$ cat src/rtl/mqst_byte_deframer.sv
// Receive-side byte deframer: hunts for a sync byte in a serial bit stream,
// reads a length byte, then emits that many payload bytes as single-cycle pulses.
`timescale 1ns/1ps
module mqst_byte_deframer #(
   parameter logic [7:0]  SYNC_WORD   = 8'hD5,
   parameter int unsigned GAP_TIMEOUT = 4096
) (
   input  logic       clk,
   input  logic       rst_n,
   input  logic       Bit_in,
   input  logic       Bit_in_valid,
   output logic [7:0] data_out,
   output logic       data_out_valid,
   output logic       frame_start,
   output logic       frame_done,
   output logic       frame_err,
   output logic       busy
);

   localparam int unsigned    GAP_W   = $clog2(GAP_TIMEOUT + 1);
   localparam logic [GAP_W-1:0] GAP_MAX = GAP_W'(GAP_TIMEOUT);

   typedef enum logic [1:0] {HUNT, LEN, PAYLOAD} state_t;

   state_t           state, state_d;
   logic [7:0]       sh;
   logic [7:0]       sh_next;
   logic [2:0]       bit_cnt;
   logic [7:0]       byte_rem;
   logic [GAP_W-1:0] gap_cnt;

   logic byte_last, gap_expired;
   logic start_d, done_d, err_d, dv_d, load_len, clr_bits;

   // sh_next is the byte as it will look once this cycle's bit is shifted in.
   assign sh_next     = {sh[6:0], Bit_in};
   assign byte_last   = Bit_in_valid && (bit_cnt == 3'd7);
   assign gap_expired = !Bit_in_valid && (gap_cnt == GAP_MAX);
   assign busy        = (state != HUNT);

   // NOTE: every output of this block gets a default before the case, so no
   // path leaves a signal unassigned and no latch is inferred.
   always_comb begin
      state_d  = state;
      start_d  = 1'b0;
      done_d   = 1'b0;
      err_d    = 1'b0;
      dv_d     = 1'b0;
      load_len = 1'b0;
      clr_bits = 1'b0;
      case (state)
         HUNT: begin
            if (Bit_in_valid && (sh_next == SYNC_WORD)) begin
               state_d  = LEN;
               clr_bits = 1'b1;
            end
         end
         LEN: begin
            if (byte_last) begin
               if (sh_next == 8'h00) begin
                  err_d   = 1'b1;
                  state_d = HUNT;
               end else begin
                  start_d  = 1'b1;
                  load_len = 1'b1;
                  state_d  = PAYLOAD;
               end
            end else if (gap_expired) begin
               err_d   = 1'b1;
               state_d = HUNT;
            end
         end
         PAYLOAD: begin
            // A sync pattern inside the payload is ordinary data here.
            if (byte_last) begin
               dv_d = 1'b1;
               if (byte_rem == 8'd1) begin
                  done_d  = 1'b1;
                  state_d = HUNT;
               end
            end else if (gap_expired) begin
               err_d   = 1'b1;
               state_d = HUNT;
            end
         end
         default: state_d = HUNT;
      endcase
   end

   // NOTE: sequential state uses non-blocking assignments so every register
   // samples the pre-edge values regardless of statement order.
   always_ff @(posedge clk or negedge rst_n) begin
      if (!rst_n) state <= HUNT;
      else        state <= state_d;
   end

   always_ff @(posedge clk or negedge rst_n) begin
      if (!rst_n) begin
         sh             <= 8'h00;
         bit_cnt        <= 3'd0;
         byte_rem       <= 8'h00;
         gap_cnt        <= '0;
         data_out       <= 8'h00;
         data_out_valid <= 1'b0;
         frame_start    <= 1'b0;
         frame_done     <= 1'b0;
         frame_err      <= 1'b0;
      end else begin
         data_out_valid <= dv_d;
         frame_start    <= start_d;
         frame_done     <= done_d;
         frame_err      <= err_d;
         if (Bit_in_valid) begin
            sh      <= sh_next;
            bit_cnt <= clr_bits ? 3'd0 : bit_cnt + 3'd1;
         end
         if (load_len) byte_rem <= sh_next;
         if (dv_d) begin
            data_out <= sh_next;
            byte_rem <= byte_rem - 8'd1;
         end
         // Idle-gap counter only matters inside a frame; it rests at zero in HUNT.
         if (Bit_in_valid || (state_d == HUNT)) gap_cnt <= '0;
         else if (gap_cnt != GAP_MAX)           gap_cnt <= gap_cnt + 1'b1;
      end
   end

endmodule

$ cat config.mk
export PLATFORM = sky130hd
export DESIGN_NAME = mqst_byte_deframer
export DESIGN_NICKNAME = d
export VERILOG_FILES = /design/src/rtl/mqst_byte_deframer.sv
export SDC_FILE = /design/constraint.sdc
export NUM_CORES = 1
export LEC_CHECK = 0
export CAP_MARGIN = 5
export CORE_MARGIN = 2
export CORE_UTILIZATION = 30
export CTS_CLUSTER_DIAMETER = 30
export DETAILED_ROUTE_END_ITERATION = 8
export SLEW_MARGIN = 5
export SYNTH_ARGS = -nofsm -noshare
export SYNTH_HDL_FRONTEND = slang
export SYNTH_SLANG_ARGS = --single-unit
export TNS_END_PERCENT = 50
$ cat constraint.sdc
create_clock -name clk -period 7.2 [get_ports clk]
set_clock_uncertainty 0.15 [all_clocks]
set_input_delay 1.08 -clock clk [delete_from_list [all_inputs] [get_ports clk]]
set_output_delay 1.08 -clock clk [all_outputs]
set_load 0.05 [all_outputs]
==> metrics.cfg, run 1 <==
[global_route]
grt_usage = 0.118
grt_start_max_net_pins = 46
grt_pass1_vias = 1722
grt_pass1_wl_mm = 8.11
grt-ovfl-total = 0
antenna_found_initial = 0

[critical_path]
end_kind = flop
rrSetupSlack_ns = 4.52
crit_chain = clkdlybuf4s50_1, and2_1, nand2_1, inv_1, nand3_1, o31ai_1, o21ai_0, o21a_1
crit_type = in -> reg
required_ns = 7.24
cp_max_fo = 30
cp_data_arrival_time_ns = 4.02
r2r.worst_path.cells = 6
path_buf_inv = 2
rr_endpoint = gap_cnt[11]
reg2reg_from = byte_rem[2]
critical-path-top-delay-family = buffers and inverters
max_stage_delay_ns = 1.17
worstSetupStartpointType = input pin
cpMaxStageDelayCell = clkdlybuf4s50_1

[synth]
synth_flop_cell = dfrtp_1
synth-seq-cells = 45
synth_top_family_by_area = simple AND/OR/NAND/NOR gates
ys_seq_area_frac = 0.489
synth-adder-area-share = 0.0543
yosysUniqueCellTypes = 36
syn_nets = 252
synth_edf_count = 0
synth-simple-area-share = 0.212
synthCells = 238
avgSynthCellArea_sq_um = 9.68
yosysWarnings = 0
synthMuxAreaShare = 0.0570
synth_compound_area_frac = 0.112
synthesis.area_sq_um = 2300
ys_async_sr_fraction = 1.00
synth_xor_area_frac = 0.0418

[floorplanning]
core_area_sq_um = 7330
num_rows = 31
start_util = 0.314
die_area_sq_um = 8400
io_pins = 17
die_x_um = 91.7
dieHeight_um = 91.7

[clock_tree]
cts_hold_buf = 0
numClockSinks = 45
root_buffer = clkbuf_8
cts-resized-gates = 0
clk_latency_ns = 0.29
post_cts_buffers = 0
h-tree-depth = 2
cts_buffer_depth = 2
cts_tree = yes
clkTransAtPathRegs_ns = 0.08
numCtsBuffers = 5

[timing]
slew_headroom = 0.286
hold_violations = 0
fmax_ghz = 0.251
finalSetupViolCount = 0
worstMarginPinSlew_ns = 1.07
min_period_ns = 3.98
slew_violations = 0
tns_ns = 0
rsz0062_at_grt = false
period_share = 0.553

[place]
dp_hpwl_mm = 3.15
dp.cells = 345
finalWeightedCongestion = 0.773
placed_area_sq_um = 2550
numPortBuffers = 16

[run]
maxCapViolCount = 0

[route]
vias = 1724
wire_per_inst_um = 13.2
drt-pass1-iter-count = 4
dr.first_iter.drc_count = 89
vias_per_cell = 4.88
post-route-drc-count = 0
wirelength_mm = 4.67
ant_nets = 0

[power]
power_density_nw_per_um2 = 328
power.leakage_nw = 1.15
ir_drop_mv = 0.185

[hold_path]
hold_path_depth = 2
hp-start = data_out[0]
hold_path_class = reg -> reg
hold_end = data_out[0]

[finish]
final_layout_size_suffix_gt1_frac = 0.0827
instances_no_fill = 353
fill_cells = 730
nets = 267
final_cell_area_sq_um = 2670
fin_util = 0.364
syn2layout_area_growth_pct = 15.6
n_antenna_cell = 0

[outcome]
outcome = complete, no violations

==> state kept, by name (all words and copies together), names as in the netlist <==
| name | flops |
|---|---|
| frame_err | 1 |
| bit_cnt | 3 |
| byte_rem | 8 |
| frame_done | 1 |
| sh | 7 |
| gap_cnt | 13 |
| data_out | 8 |
| frame_start | 1 |
| data_out_valid | 1 |
| state | 2 |
==> logic make-up (layout without fill, tap and decap cells) <==
group,after synthesis,in the layout
mux,12,12
simple gates,100,100
flops,45,45
compound gates,40,40
buf+inv,20,36
xor+xnor,11,11
fa+ha+maj,10,10
==> cells in the mapped netlist, types with 5 or more instances <==
cell      instances  area (sq um)
inv_1            11          41.3
nand3_1          10          50.1
mux2_2            9           101
xor2_1            7          61.3
nor3_1           16          80.1
o31ai_1           5          37.5
nand2_1          36           135
o21a_1            5          37.5
and3_1            5          31.3
clkbuf_1          8          30.0
dfrtp_1          45          1130
nor2_1           14          52.6
o21ai_0          16          80.1
ha_1             10           125
==> power breakdown <==
part / internal [W] / switching [W] / leakage (nW) / total, W
Clock: 0.000104 / 0.0000863 / 0.0554 / 0.000191
Combinational: 0.000117 / 0.000197 / 0.497 / 0.000314
Sequential: 0.000309 / 0.0000613 / 0.593 / 0.000371
==> stage by stage <==
| stage | total power [W] | hold slack [ns] | setup slack, ns |
|---|---|---|---|
| finish | 0.000875 | 0.335 | 3.22 |
| global route | 0.000935 | 0.365 | 2.90 |
| CTS | 0.000885 | 0.338 | 3.22 |
| detailed placement | 0.000689 | 0.316 | 2.90 |
| global placement | 0.000688 | 0.317 | 2.94 |
| floorplan | 0.000588 | 0.307 | 4.36 |
==> how the worst max path moves through the flow <==
stage / from / to / cells past startpoint
final: Bit_in_valid / byte_rem[7] / 8
after global routing: Bit_in_valid / byte_rem[7] / 8
after CTS: Bit_in_valid / byte_rem[7] / 8
after detailed placement: Bit_in_valid / byte_rem[7] / 8
after global placement: Bit_in_valid / byte_rem[7] / 8
after floorplan: Bit_in_valid / gap_cnt[9] / 6
==> final cells by class <==
type                       count  area (sq um)  share of cell area
clock buffer                   6          72.6              0.0272
tap                           99           124              0.0465
sequential                    45          1130               0.423
inverter                      11          41.3              0.0155
timing repair buffer          17           163              0.0610
multi-input combinational    173          1100               0.413
clock inverter                 2          38.8              0.0146
==> routing by layer <==
metal,vias up,part of all wire,GRT usage
met4,0,0.0081,0.0404
li1,874,-,-
met2,23,0.46,0.185
met3,2,0.026,0.0271
met1,825,0.50,0.162
met5,-,0,0
==> worst register-to-register path, stage by stage (launching register included) <==
cell and delay [ns]:
dfrtp_1 0.45, or4_4 0.60, or4_4 0.51, a32o_1 0.26, a222oi_1 0.23, buf_4 0.25, nor3_1 0.08
==> cells in the final DEF, fill, tap and decap left out, types with 2 or more instances in the layout <==
master	instances
and3_1	5
mux2_2	9
clkbuf_8	5
a31oi_1	2
nand4_1	4
nor3_1	16
nor4_1	3
nand2b_1	2
nand3_1	10
and2_1	3
dfrtp_1	45
nand2_1	36
inv_1	11
clkdlybuf4s50_1	15
or4_4	2
o41ai_1	2
nor2_1	14
o31ai_1	5
ha_1	10
xnor2_1	4
o21a_1	5
o21ai_0	16
xor2_1	7
a21oi_1	4
mux2i_1	3
Power figures use the tool's default switching activity.
==> run 2, diff against run 1 <==
Clock period 7.2 ns to 3.2 ns, I/O delays scaled along.
==> run 2 against run 1 <==
Routed wire length is 2.2% higher. Count of clock-buffer cells in the layout unchanged. Global-route usage rose by 0.40 points. Worst setup slack got worse by 2.6 ns. Core utilization increased by 0.53 points. First-iteration DRC count grew 46%. Flip-flop and latch count unchanged. Via count rose by 2.0%. Sequential power up 120%. Cell count is 1.1% higher. Register-to-register slack worse by 3.9 ns. Largest cell class unchanged.
==> metrics.cfg, run 2 (synthesis gave the netlist of run 1 again) <==
[critical_path]
crit_top_cell = or4_4
rrSetupSlack_ns = 0.58
end_kind = flop
crit_chain = or4_4, or4_4, a32o_1, a222oi_1, buf_4, nor3_1
cp_max_fo = 13
cpMaxStageDelayCell = or4_4
crit_path_end = gap_cnt[6]
worstSetupStartpointType = flop
cp_data_arrival_time_ns = 2.64
r2r.worst_path.cells = 6
critical-path-top-delay-family = simple AND/OR/NAND/NOR gates
required_ns = 3.22
max_stage_delay_ns = 0.60
rr_endpoint = gap_cnt[6]
crit_type = reg -> reg
path_buf_inv = 1
startpoint = byte_rem[2]
reg2reg_from = byte_rem[2]
worst-path-stages = 6

[timing]
min_period_ns = 2.62
worstMarginPinSlew_ns = 0.990
finalSetupViolCount = 0
period_share = 0.820
hold_violations = 0
tns_ns = 0
rsz0062_at_grt = false
slew_violations = 0
fmax_ghz = 0.381
slew_headroom = 0.340

[clock_tree]
cts_hold_buf = 0
h-tree-depth = 2
clk_latency_ns = 0.30
root_buffer = clkbuf_8
cts-resized-gates = 0
cts_tree = yes
post_cts_buffers = 0
numClockSinks = 45
numCtsBuffers = 5
cts_buffer_depth = 2
clkTransAtPathRegs_ns = 0.09

[floorplanning]
num_rows = 31
io_pins = 17
core_area_sq_um = 7330
dieHeight_um = 91.7
die_area_sq_um = 8400
die_x_um = 91.7
start_util = 0.314

[route]
vias = 1758
vias_per_cell = 4.92
dr.first_iter.drc_count = 130
wire_per_inst_um = 13.4
ant_nets = 0
wirelength_mm = 4.77
drt-pass1-iter-count = 4
post-route-drc-count = 0

[global_route]
use_met3 = 0.0263
grt_busiest_layer = met2
antenna_found_initial = 0
grt-ovfl-total = 0
grt_usage = 0.122
grt_use_met2 = 0.195
grt_pass1_vias = 1723
grt_pass1_wl_mm = 8.30
grt_start_max_net_pins = 46
grt.met1_usage = 0.160

[place]
dp_hpwl_mm = 3.21
finalWeightedCongestion = 0.788
numPortBuffers = 16
dp.cells = 349

[power]
p_seq_frac = 0.417
clkPwrFrac = 0.228
power_density_nw_per_um2 = 739
power.leakage_nw = 1.17
swShare = 0.392
intPower_w = 0.00122
p_switching_w = 0.000783
pwr-share-comb = 0.355
ir_drop_mv = 0.354

[finish]
nets = 271
layout_common_cells = dfrtp_1 (45), nand2_1 (36), nor3_1 (16), o21ai_0 (16), clkdlybuf4s50_1 (15)
n_antenna_cell = 0
fill_cells = 726
instances_no_fill = 357
regMostFlops = gap_cnt
syn2layout_area_growth_pct = 17.3
mostFrequentLayoutCell = dfrtp_1
largest_reg_flops = 13
final_layout_size_suffix_gt1_frac = 0.101
reg_top3 = gap_cnt: 13 flops, byte_rem: 8 flops, data_out: 8 flops

[outcome]
outcome = complete, no violations

[run]
maxCapViolCount = 0

[hold_path]
hold_path_class = in -> async

run 2: cell types whose count changed in the layout (fill, tap and decap cells not counted), sizes merged:
cell      delta
clkinv       -1
buf          +4
clkinvlp     +1
run 2: stage by stage:
step	util	worst slack (ns)	total power, W	hold slack (ns)	instance area [sq um]
floorplan	-	0.556	0.00132	0.0344	2300
global placement	0.352	0.513	0.00155	0.310	2580
detailed placement	0.352	0.437	0.00155	0.323	2580
CTS	0.369	0.570	0.00202	0.222	2700
global route	0.369	0.456	0.00213	0.279	2700
finish	0.369	0.577	0.00200	0.184	2700
run 2: power by group through the flow:
stage / sequential, W / clock (W) / combinational, W
floorplan: 0.000954 / 0 / 0.000368
global placement: 0.000842 / 0 / 0.000707
detailed placement: 0.000841 / 0 / 0.000713
CTS: 0.000833 / 0.000474 / 0.000715
global route: 0.000856 / 0.000493 / 0.000782
finish: 0.000833 / 0.000457 / 0.000709
run 2: area by class of cell:
cell class	count	area [sq um]	area share
clock buffer	6	82.6	0.0305
clock inverter	2	37.5	0.0139
inverter	11	41.3	0.0153
multi-input combinational	173	1100	0.407
sequential	45	1130	0.416
tap	99	124	0.0458
timing repair buffer	21	193	0.0713
run 2: per-layer routing:
metal / up-vias / share of wire
met2: 34 / 0.46
met5: - / 0
met4: 0 / 0.011
met3: 4 / 0.038
li1: 879 / -
met1: 841 / 0.49
run 2: worst min-delay path by stage:
stage,endpoint,from
after floorplan,bit_cnt[0],rst_n
after detailed placement,data_out[1],data_out[1]
after global routing,frame_err,rst_n
after CTS,frame_err,rst_n
after global placement,data_out[0],data_out[0]
final,bit_cnt[1],rst_n
==> run 3, diff against run 2 <==
Clock period 3.2 ns to 2.3 ns, I/O delays scaled along.
==> run 3 against run 2 <==
Worst setup slack lost 0.77 ns. Register-to-register slack lost 0.77 ns. Clock power grew 7.7%. Critical endpoint is now gap_cnt[3]. Non-clock buffer count grew 32. Cell count grew 9.0%. Flip-flop and latch count is the same. The flow now finishes with violations (negative setup slack). Combinational power grew 82%. Fmax grew 5.2%. Power grew 44%. Count of clock-buffer cells in the layout shrank 1. First-iteration DRC count grew 23%. Largest power group is now combinational logic. Sequential share of layout area shrank 3.2 points.
==> metrics.cfg, run 3 (synthesis gave the netlist of run 1 again) <==
[outcome]
outcome = finished with violations
violations = negative setup slack

[finish]
mostFrequentLayoutCell = dfrtp_1
final_layout_size_suffix_gt1_frac = 0.210
final_cell_area_sq_um = 2930
largest_reg_flops = 13
nets = 303
reg_top3 = gap_cnt: 13 flops, byte_rem: 8 flops, data_out: 8 flops
syn2layout_area_growth_pct = 27.1
regMostFlops = gap_cnt
layout_common_cells = dfrtp_1 (45), nand2_1 (35), buf_4 (35)
fin_util = 0.400
n_antenna_cell = 0

[floorplanning]
core_area_sq_um = 7330
die_area_sq_um = 8400
dieHeight_um = 91.7
io_pins = 17
die_x_um = 91.7
start_util = 0.314
num_rows = 31

[timing]
hold_violations = 0
tns_ns = -2.33
period_share = 1.08
slew_violations = 0
layout_setup_ws_ns = -0.194
rsz0062_at_grt = true
fmax_ghz = 0.401
min_period_ns = 2.49
slew_headroom = 0.606
finalSetupViolCount = 13
worstMarginPinSlew_ns = 0.591

[run]
maxCapViolCount = 0

[clock_tree]
root_buffer = clkbuf_8
clkTransAtPathRegs_ns = 0.09
h-tree-depth = 2
numClockSinks = 45
cts_buffer_depth = 2
cts_tree = yes
clk_latency_ns = 0.30
numCtsBuffers = 5

[route]
wire_per_inst_um = 13.0
drt-pass1-iter-count = 4
ant_nets = 0
vias = 1877
vias_per_cell = 4.83
dr.first_iter.drc_count = 160
wirelength_mm = 5.06
post-route-drc-count = 0

[hold_path]
hold_path_depth = 2
hold_path_class = reg -> reg

[critical_path]
required_ns = 2.33
max_stage_delay_ns = 0.54
cp_data_arrival_time_ns = 2.52
rrSetupSlack_ns = -0.19
r2r.worst_path.cells = 7
crit_type = reg -> reg
cpMaxStageDelayCell = or4_4
end_kind = flop
crit_chain = or4_4, or4_4, a32o_1, a222oi_1, buf_4, buf_6, nor3_1
cp_max_fo = 7
crit_top_cell = or4_4
worstSetupStartpointType = flop

[global_route]
grt_pass1_wl_mm = 8.83
grt_start_max_net_pins = 46
grt_usage = 0.129
grt-ovfl-total = 0
grt_pass1_vias = 1873
antenna_found_initial = 0

[power]
p_seq_frac = 0.381
p_switching_w = 0.00116
ir_drop_mv = 0.466
pwr-share-comb = 0.448
intPower_w = 0.00172
clkPwrFrac = 0.171
power_density_nw_per_um2 = 982
swShare = 0.402
power.leakage_nw = 1.33

[place]
finalWeightedCongestion = 0.772
numPortBuffers = 16
pre_cts_slack_ns = -0.244
placed_area_sq_um = 2800
dp_hpwl_mm = 3.53

==> run 3: final cells by class <==
cell class              count  area [sq um]
fillers                   718          4400
flip-flops and latches     45          1130
multi-input cells         173          1110
repair buffers             53           440
well taps                  99           124
clock buffers               5          68.8
inverters                  11          41.3
clock inverters             3          17.5
==> run 3: critical path, delay by kind of cell, from the launching register on <==
family,cells,cell delay (ns)
and+or+nand+nor,3,1.04
DFF,1,0.38
buffers and inverters,2,0.32
AOI/OAI and AO/OA,2,0.49
==> run 3: path summary, 6_finish.rpt <==
path,from,to
max reg2reg,byte_rem[3],gap_cnt[3]
min reg2reg,data_out[0],data_out[0]
max,byte_rem[3],gap_cnt[3]
max in group asynchronous,rst_n,byte_rem[7]
min,data_out[0],data_out[0]
min in group asynchronous,rst_n,bit_cnt[0]
==> run 3: stage by stage <==
stage	hold slack, ns	cells	power, W
3_3_place_gp	0.312	378	0.00231
4_1_cts	0.341	389	0.00288
5_1_grt	0.364	389	0.00308
3_5_place_dp	0.312	378	0.00232
2_1_floorplan	-0.101	238	0.00184
6_report	0.333	389	0.00288
==> run 3: metal layers <==
metal  wire, um  track usage  vias up  share of wire
met1       2530        0.179      902           0.50
met2       2350        0.209       28           0.47
met3        132       0.0222        4          0.026
met4         45       0.0341        0         0.0089
met5          0            0        -              0
li1           -            -      943              -
==> run 3: repair_timing <==
action / 4_1_cts / 5_1_grt
gates cloned: 1 / 0
gates resized for setup: 6 / 9
setup buffers: 1 / 0
endpoints found under the hold margin: 37 / 0
pin swaps: 1 / 0
endpoints found under the setup margin: 17 / 18
hold buffers: 1 / 0
==> run 3: power groups by stage <==
stage	clock, W	combinational, W	sequential, W
2_1_floorplan	0	0.000513	0.00133
3_3_place_gp	0	0.00120	0.00111
3_5_place_dp	0	0.00121	0.00111
4_1_cts	0.000508	0.00127	0.00110
5_1_grt	0.000537	0.00141	0.00113
6_report	0.000492	0.00129	0.00110
